$ cat src/rtl/alu_pkg.sv
// Shared definitions for the 8-bit execution stage: opcodes, widths,
// instruction field positions and the bundled ALU result type.
package alu_pkg;

  localparam int OP_W    = 4;
  localparam int DATA_W  = 8;
  localparam int INSTR_W = OP_W + 2 * DATA_W;

  // Instruction layout {op, A, B}
  localparam int OP_MSB = 19;
  localparam int OP_LSB = 16;
  localparam int A_MSB  = 15;
  localparam int A_LSB  = 8;
  localparam int B_MSB  = 7;
  localparam int B_LSB  = 0;

  localparam logic [OP_W-1:0] OP_ADD  = 4'b0000;
  localparam logic [OP_W-1:0] OP_SUB  = 4'b0001;
  localparam logic [OP_W-1:0] OP_AND  = 4'b0010;
  localparam logic [OP_W-1:0] OP_OR   = 4'b0011;
  localparam logic [OP_W-1:0] OP_XOR  = 4'b0100;
  localparam logic [OP_W-1:0] OP_NOT  = 4'b0101;
  localparam logic [OP_W-1:0] OP_XNOR = 4'b0110;
  localparam logic [OP_W-1:0] OP_SHL  = 4'b0111;

  typedef struct packed {
    logic [DATA_W-1:0] y;
    logic              c;
    logic              v;
    logic              n;
    logic              z;
  } alu_out_t;

endpackage

$ cat src/rtl/alu8_core.sv
// Purely combinational 8-bit ALU: decodes the opcode and produces the
// result plus C/V/N/Z flags. Reserved opcodes yield an all-zero result.
module alu8_core
  import alu_pkg::*;
(
  input  logic [OP_W-1:0]   op,
  input  logic [DATA_W-1:0] a,
  input  logic [DATA_W-1:0] b,
  output alu_out_t          res
);

  logic [DATA_W:0]   sum9;
  logic [DATA_W:0]   diff9;
  logic [DATA_W:0]   shl9;
  logic [3:0]        k;
  logic [DATA_W-1:0] y;
  logic              c;
  logic              v;

  always_comb begin
    sum9  = {1'b0, a} + {1'b0, b};
    // Bit 8 of the 9-bit difference is set exactly when A < B (borrow)
    diff9 = {1'b0, a} - {1'b0, b};
    k     = b[7:4];
    // Shifting in 9 bits leaves A[8-k] in bit 8 for k=1..8, zero otherwise
    shl9  = {1'b0, a} << k;

    y = '0;
    c = 1'b0;
    v = 1'b0;
    case (op)
      OP_ADD: begin
        y = sum9[DATA_W-1:0];
        c = sum9[DATA_W];
        v = (a[7] == b[7]) && (sum9[7] != a[7]);
      end
      OP_SUB: begin
        y = diff9[DATA_W-1:0];
        c = diff9[DATA_W];
        v = (a[7] != b[7]) && (diff9[7] != a[7]);
      end
      OP_AND:  y = a & b;
      OP_OR:   y = a | b;
      OP_XOR:  y = a ^ b;
      OP_NOT:  y = ~a;
      OP_XNOR: y = ~(a ^ b);
      OP_SHL: begin
        y = shl9[DATA_W-1:0];
        c = shl9[DATA_W];
      end
      default: begin
        y = '0;
        c = 1'b0;
        v = 1'b0;
      end
    endcase

    res.y = y;
    res.c = c;
    res.v = v;
    res.n = y[DATA_W-1];
    res.z = (y == '0);
  end

endmodule

$ cat src/rtl/control_unit.sv
// Execution stage: splits the instruction into fields, runs the ALU and
// registers result and flags. No handshake; one instruction per clock.
module control_unit
  import alu_pkg::*;
(
  input  logic               clk,
  input  logic               rst_n,
  input  logic [INSTR_W-1:0] INSTR,
  output logic [DATA_W-1:0]  Y,
  output logic               C,
  output logic               V,
  output logic               N,
  output logic               Z
);

  logic [OP_W-1:0]   op;
  logic [DATA_W-1:0] a;
  logic [DATA_W-1:0] b;
  alu_out_t          alu_res;

  assign op = INSTR[OP_MSB:OP_LSB];
  assign a  = INSTR[A_MSB:A_LSB];
  assign b  = INSTR[B_MSB:B_LSB];

  alu8_core u_core (
    .op  (op),
    .a   (a),
    .b   (b),
    .res (alu_res)
  );

  // Every output comes straight from a flop; INSTR never reaches a port combinationally
  always_ff @(posedge clk or negedge rst_n) begin
    if (!rst_n) begin
      Y <= '0;
      C <= 1'b0;
      V <= 1'b0;
      N <= 1'b0;
      Z <= 1'b0;
    end else begin
      Y <= alu_res.y;
      C <= alu_res.c;
      V <= alu_res.v;
      N <= alu_res.n;
      Z <= alu_res.z;
    end
  end

endmodule

$ cat config.mk
export PLATFORM = sky130hd
export DESIGN_NAME = control_unit
export DESIGN_NICKNAME = d
export VERILOG_FILES = /design/src/rtl/alu_pkg.sv /design/src/rtl/alu8_core.sv /design/src/rtl/control_unit.sv
export SDC_FILE = /design/constraint.sdc
export NUM_CORES = 1
export LEC_CHECK = 0
export BUFFER_PORTS_ARGS = -buffer_cell sky130_fd_sc_hd__buf_2
export CORE_MARGIN = 1.5
export CORE_UTILIZATION = 58
export DETAILED_ROUTE_END_ITERATION = 7
export PLACE_DENSITY = 0.82
export SLEW_MARGIN = 5
export SYNTH_ARGS = -nofsm -noshare
export SYNTH_HDL_FRONTEND = slang
export SYNTH_HIERARCHICAL = 1
export SYNTH_SLANG_ARGS = --single-unit
$ cat constraint.sdc
create_clock -name clk -period 0.8 [get_ports clk]
set_input_delay 0.04 -clock clk [delete_from_list [all_inputs] [get_ports clk]]
set_output_delay 0.04 -clock clk [all_outputs]
set_load 0.03 [all_outputs]
==> results of run 1 <==
metrics by stage:
step                      area, sq um  util, %  setup slack, ps
after floorplan                  2240        -             -963
after global placement           3020     89.7            -1310
after detailed placement         3020     89.7            -1520
logic make-up after synthesis:
group / Yosys count
and+or+nand+nor: 81
AOI/OAI and AO/OA: 71
buffers and inverters: 37
adders and majority gates: 26
muxes: 17
DFF: 12
xor gates and xnor gates: 6
==> results.toml, run 1 <==
[logic_synthesis]
synth.distinct_cells = 60
yosysMostFrequentCell = "ha_1"
syn-num-nets = 298
synth-compound-area-share_pct = 24.5
synth_xor_area_share_pct = 2.58
yosysTopAreaCell = "dfrtp_1"
yosys-top-cells-count = "24 x ha_1, 20 x inv_1, 20 x nor2_1"
synth_mux_area_share_pct = 9.70
synthTopCellsByArea = "dfrtp_1 15%, ha_1 15%, mux2i_1 6.4%, o211ai_1 4.1%, a21oi_1 3.7%"
syn_area_sq_um = 2040
synth_adder_area_share_pct = 16.7
ys.flop_type = "dfrtp_1"
async_reset_ff_share_pct = 100
synth_top_family_by_area = "compound AO/OA/AOI/OAI gates"
postSynthRegisterBits = 12
synth_seq_area_share_pct = 14.7
synth-simple-area-share_pct = 22.9
synth.top_cell.area_share_pct = 14.7
synth-edff-count = 0
ys_warn_count = 6
syn_avg_cell_area_sq_um = 8.15
syn_inst = 250

[placement]
gp_congestion = 0.981
hpwl_microns = 6550
port_buffers = 33
dpl.cell_count = 402

[outcome]
firstError = "[ERROR DPL-0038] Utilization greater than 100%, impossible to legalize"
status = "did not finish"
stop_stage = "4_1_cts"

[cts]
max-clock-path-buffers = 2
htreeDepth = 1
cts.sinks = 12
cts_root_buf = "clkbuf_4"
ctsHoldBuffers = 1
numCtsBuffers = 3
cts-resized-gates = 80
cts_setup_buffers = 16

[floorplanning]
die_height_microns = 62.3
initial_core_util_pct = 60.6
die_x_microns = 62.3
ios = 34
rows = 21
==> run 2, diff against run 1 <==
--- a/config.mk
+++ b/config.mk
@@ -7,9 +7,9 @@
 export LEC_CHECK = 0
 export BUFFER_PORTS_ARGS = -buffer_cell sky130_fd_sc_hd__buf_2
 export CORE_MARGIN = 1.5
-export CORE_UTILIZATION = 58
+export CORE_UTILIZATION = 40
 export DETAILED_ROUTE_END_ITERATION = 7
-export PLACE_DENSITY = 0.82
+export PLACE_DENSITY_LB_ADDON = 0.15
 export SLEW_MARGIN = 5
 export SYNTH_ARGS = -nofsm -noshare
 export SYNTH_HDL_FRONTEND = slang
==> results.toml, run 2 <==
[outcome]
status = "finished with violations"
violations = "negative setup slack"

[logic_synthesis]
synth.top_cell.area_share_pct = 14.7
syn_inst = 250
syn_area_sq_um = 2040
yosysMostFrequentCell = "ha_1"
synthTopCellsByArea = "dfrtp_1 15%, ha_1 15%, mux2i_1 6.4%, o211ai_1 4.1%, a21oi_1 3.7%"
yosysTopAreaCell = "dfrtp_1"
postSynthRegisterBits = 12
synth_seq_area_share_pct = 14.7
ys_warn_count = 6
synth.distinct_cells = 60
synth-edff-count = 0
syn_avg_cell_area_sq_um = 8.15
ys.flop_type = "dfrtp_1"
async_reset_ff_share_pct = 100
syn-num-nets = 298
yosys-top-cells-count = "24 x ha_1, 20 x inv_1, 20 x nor2_1"

[timing]
fin_crit_ps = 1750
tightest_slew_ps = 407
period_share_pct = 219
rsz0062_at_grt = "true"
setup_viol = 13
hold_viol = 0
final.setup.worst_slack_ps = -949
relSlewSlack_pct = 72.6
drv_slew = 0
clock.fmax_mhz = 572

[setup_path]
critical_path_peak_fanout = 3
arrival_ps = 1900
path_buf_inv = 2
end_kind = "register"
critPathTopFamily = "adder cells"
slowest_delay_ps = 420
crit_chain = "buf_12, inv_12, ha_4, fa_2, o21bai_4, a211oi_2, o21bai_1, mux2i_1, xnor2_1, o21ai_2, nor4_2"
cpMaxStageDelayCell = "fa_2"
start_kind = "input pin"
crit_type = "input pin to register"
required_ps = 950
startpoint = "INSTR[8]"

[power]
swShare_pct = 38.4
powerDensity_nw_per_um2 = 977
internal_power_mw = 2.15
peakVddDrop_v = 0.000681
switchingPower_mw = 1.35
p_comb_share_pct = 64.7
p_seq_share_pct = 20.1
leakage_nw = 1.62
clock_power_share_pct = 15.2

[floorplanning]
core_sq_um = 4820
rows = 25
ios = 34
dieArea_sq_um = 5530
die_height_microns = 74.4
die_x_microns = 74.4
initial_core_util_pct = 42.3

[layout]
final_common_cell = "buf_4"
max_flop_register = "Y"
largest_register_ff_count = 8
diodes = 0
mostFrequentLayoutCells = "103 x buf_4, 22 x buf_6, 17 x nor2_1"
nNetsFinal = 428
final_cell_area_sq_um = 3580
drive_gt1_share_pct = 54.8
area_delta_synth_final_pct = 75.8

[drt]
vias = 2407
wire_per_inst_microns = 16.3
wl_microns = 7250
firstDrtPassIters = 4
vias_per_cell = 5.41
remaining_drc_errors = 0
drtIter0Drc = 203
antenna_left = 0

[placement]
gp_congestion = 0.926
port_buffers = 33
hpwl_microns = 5840
place_ws_ps = -1340
place_area_sq_um = 3080

[global_route]
track_usage_pct = 27.7
grt_pass1_vias = 2316
grt_pass1_wl_microns = 11500
gr-total-overflow = 0
antenna_found_initial = 0
grt_max_degree = 17

[cts]
cts_root_buf = "clkbuf_8"
htreeDepth = 1
cts_tree = "yes"
numCtsBuffers = 3
cts.sinks = 12
max-clock-path-buffers = 2
clk_pin_slew_ps = 50

[job]
max_cap_violations = 0

[worst_hold_path]
hp-class = "input pin to asynchronous set/reset pin"
[run 2: cell counts after synthesis]
Identical to the previous run, type by type.
[run 2: repair_timing]
action	4_1_cts	5_1_grt
pin swaps	32	3
setup endpoints to repair	22	24
setup buffers	14	2
endpoints found under the hold margin	12	0
hold buffers	1	0
resized for setup	79	14
[run 2: metal layers]
metal  vias to the layer above  share of wire [%]  global-route usage [%]
li1                       1173                  -                       -
met1                      1139                 44                    36.4
met2                        83                 48                    48.0
met3                        12                6.1                    2.44
met4                         0                2.0                    8.48
met5                         -                  0                       0
[run 2: stage by stage]
stage,total power [mW],setup TNS [ps],hold slack (ps),utilization [%],cells
final,3.50,-7350,194,74.4,445
after global routing,3.69,-8180,230,74.4,445
after CTS,3.40,-6980,196,73.1,443
after detailed placement,2.56,-11790,-84.3,63.9,428
after global placement,2.54,-11470,-86.7,63.9,428
after floorplan,1.78,-7260,-256,-,250
[run 2: area by class of cell]
type | count | area, sq um
Inverter | 22 | 110
Sequential cell | 12 | 300
Multi-Input combinational cell | 201 | 1900
Tap cell | 67 | 83.8
Timing Repair Buffer | 140 | 1150
Clock buffer | 3 | 41.3
Fill cell | 372 | 1230
[run 2: power by group through the flow]
stage,registers [mW],logic [mW],clock network (mW)
global route,0.710,2.42,0.557
floorplan,0.831,0.949,0
finish,0.704,2.26,0.531
detailed placement,0.694,1.87,0
CTS,0.695,2.17,0.538
global placement,0.692,1.85,0
[run 2: path summary, 6_finish.rpt]
| path | slack [ps] | endpoint | cells past startpoint |
|---|---|---|---|
| min | 190 | Y[0] | 2 |
| min in group clk | 320 | C | 5 |
| max | -950 | Z | 11 |
| max in group asynchronous | 410 | V | 2 |
[run 2: kinds of logic (layout without fill, tap and decap cells)]
family	count (synthesis)	after routing	synth area share, %
flops	12	12	14.7
xor+xnor	6	6	2.58
simple gates	81	81	22.9
mux	17	17	9.70
buf+inv	37	165	8.90
fa+ha+maj	26	26	16.7
compound gates	71	71	24.5
No activity file was read; power rests on OpenSTA's default activity.
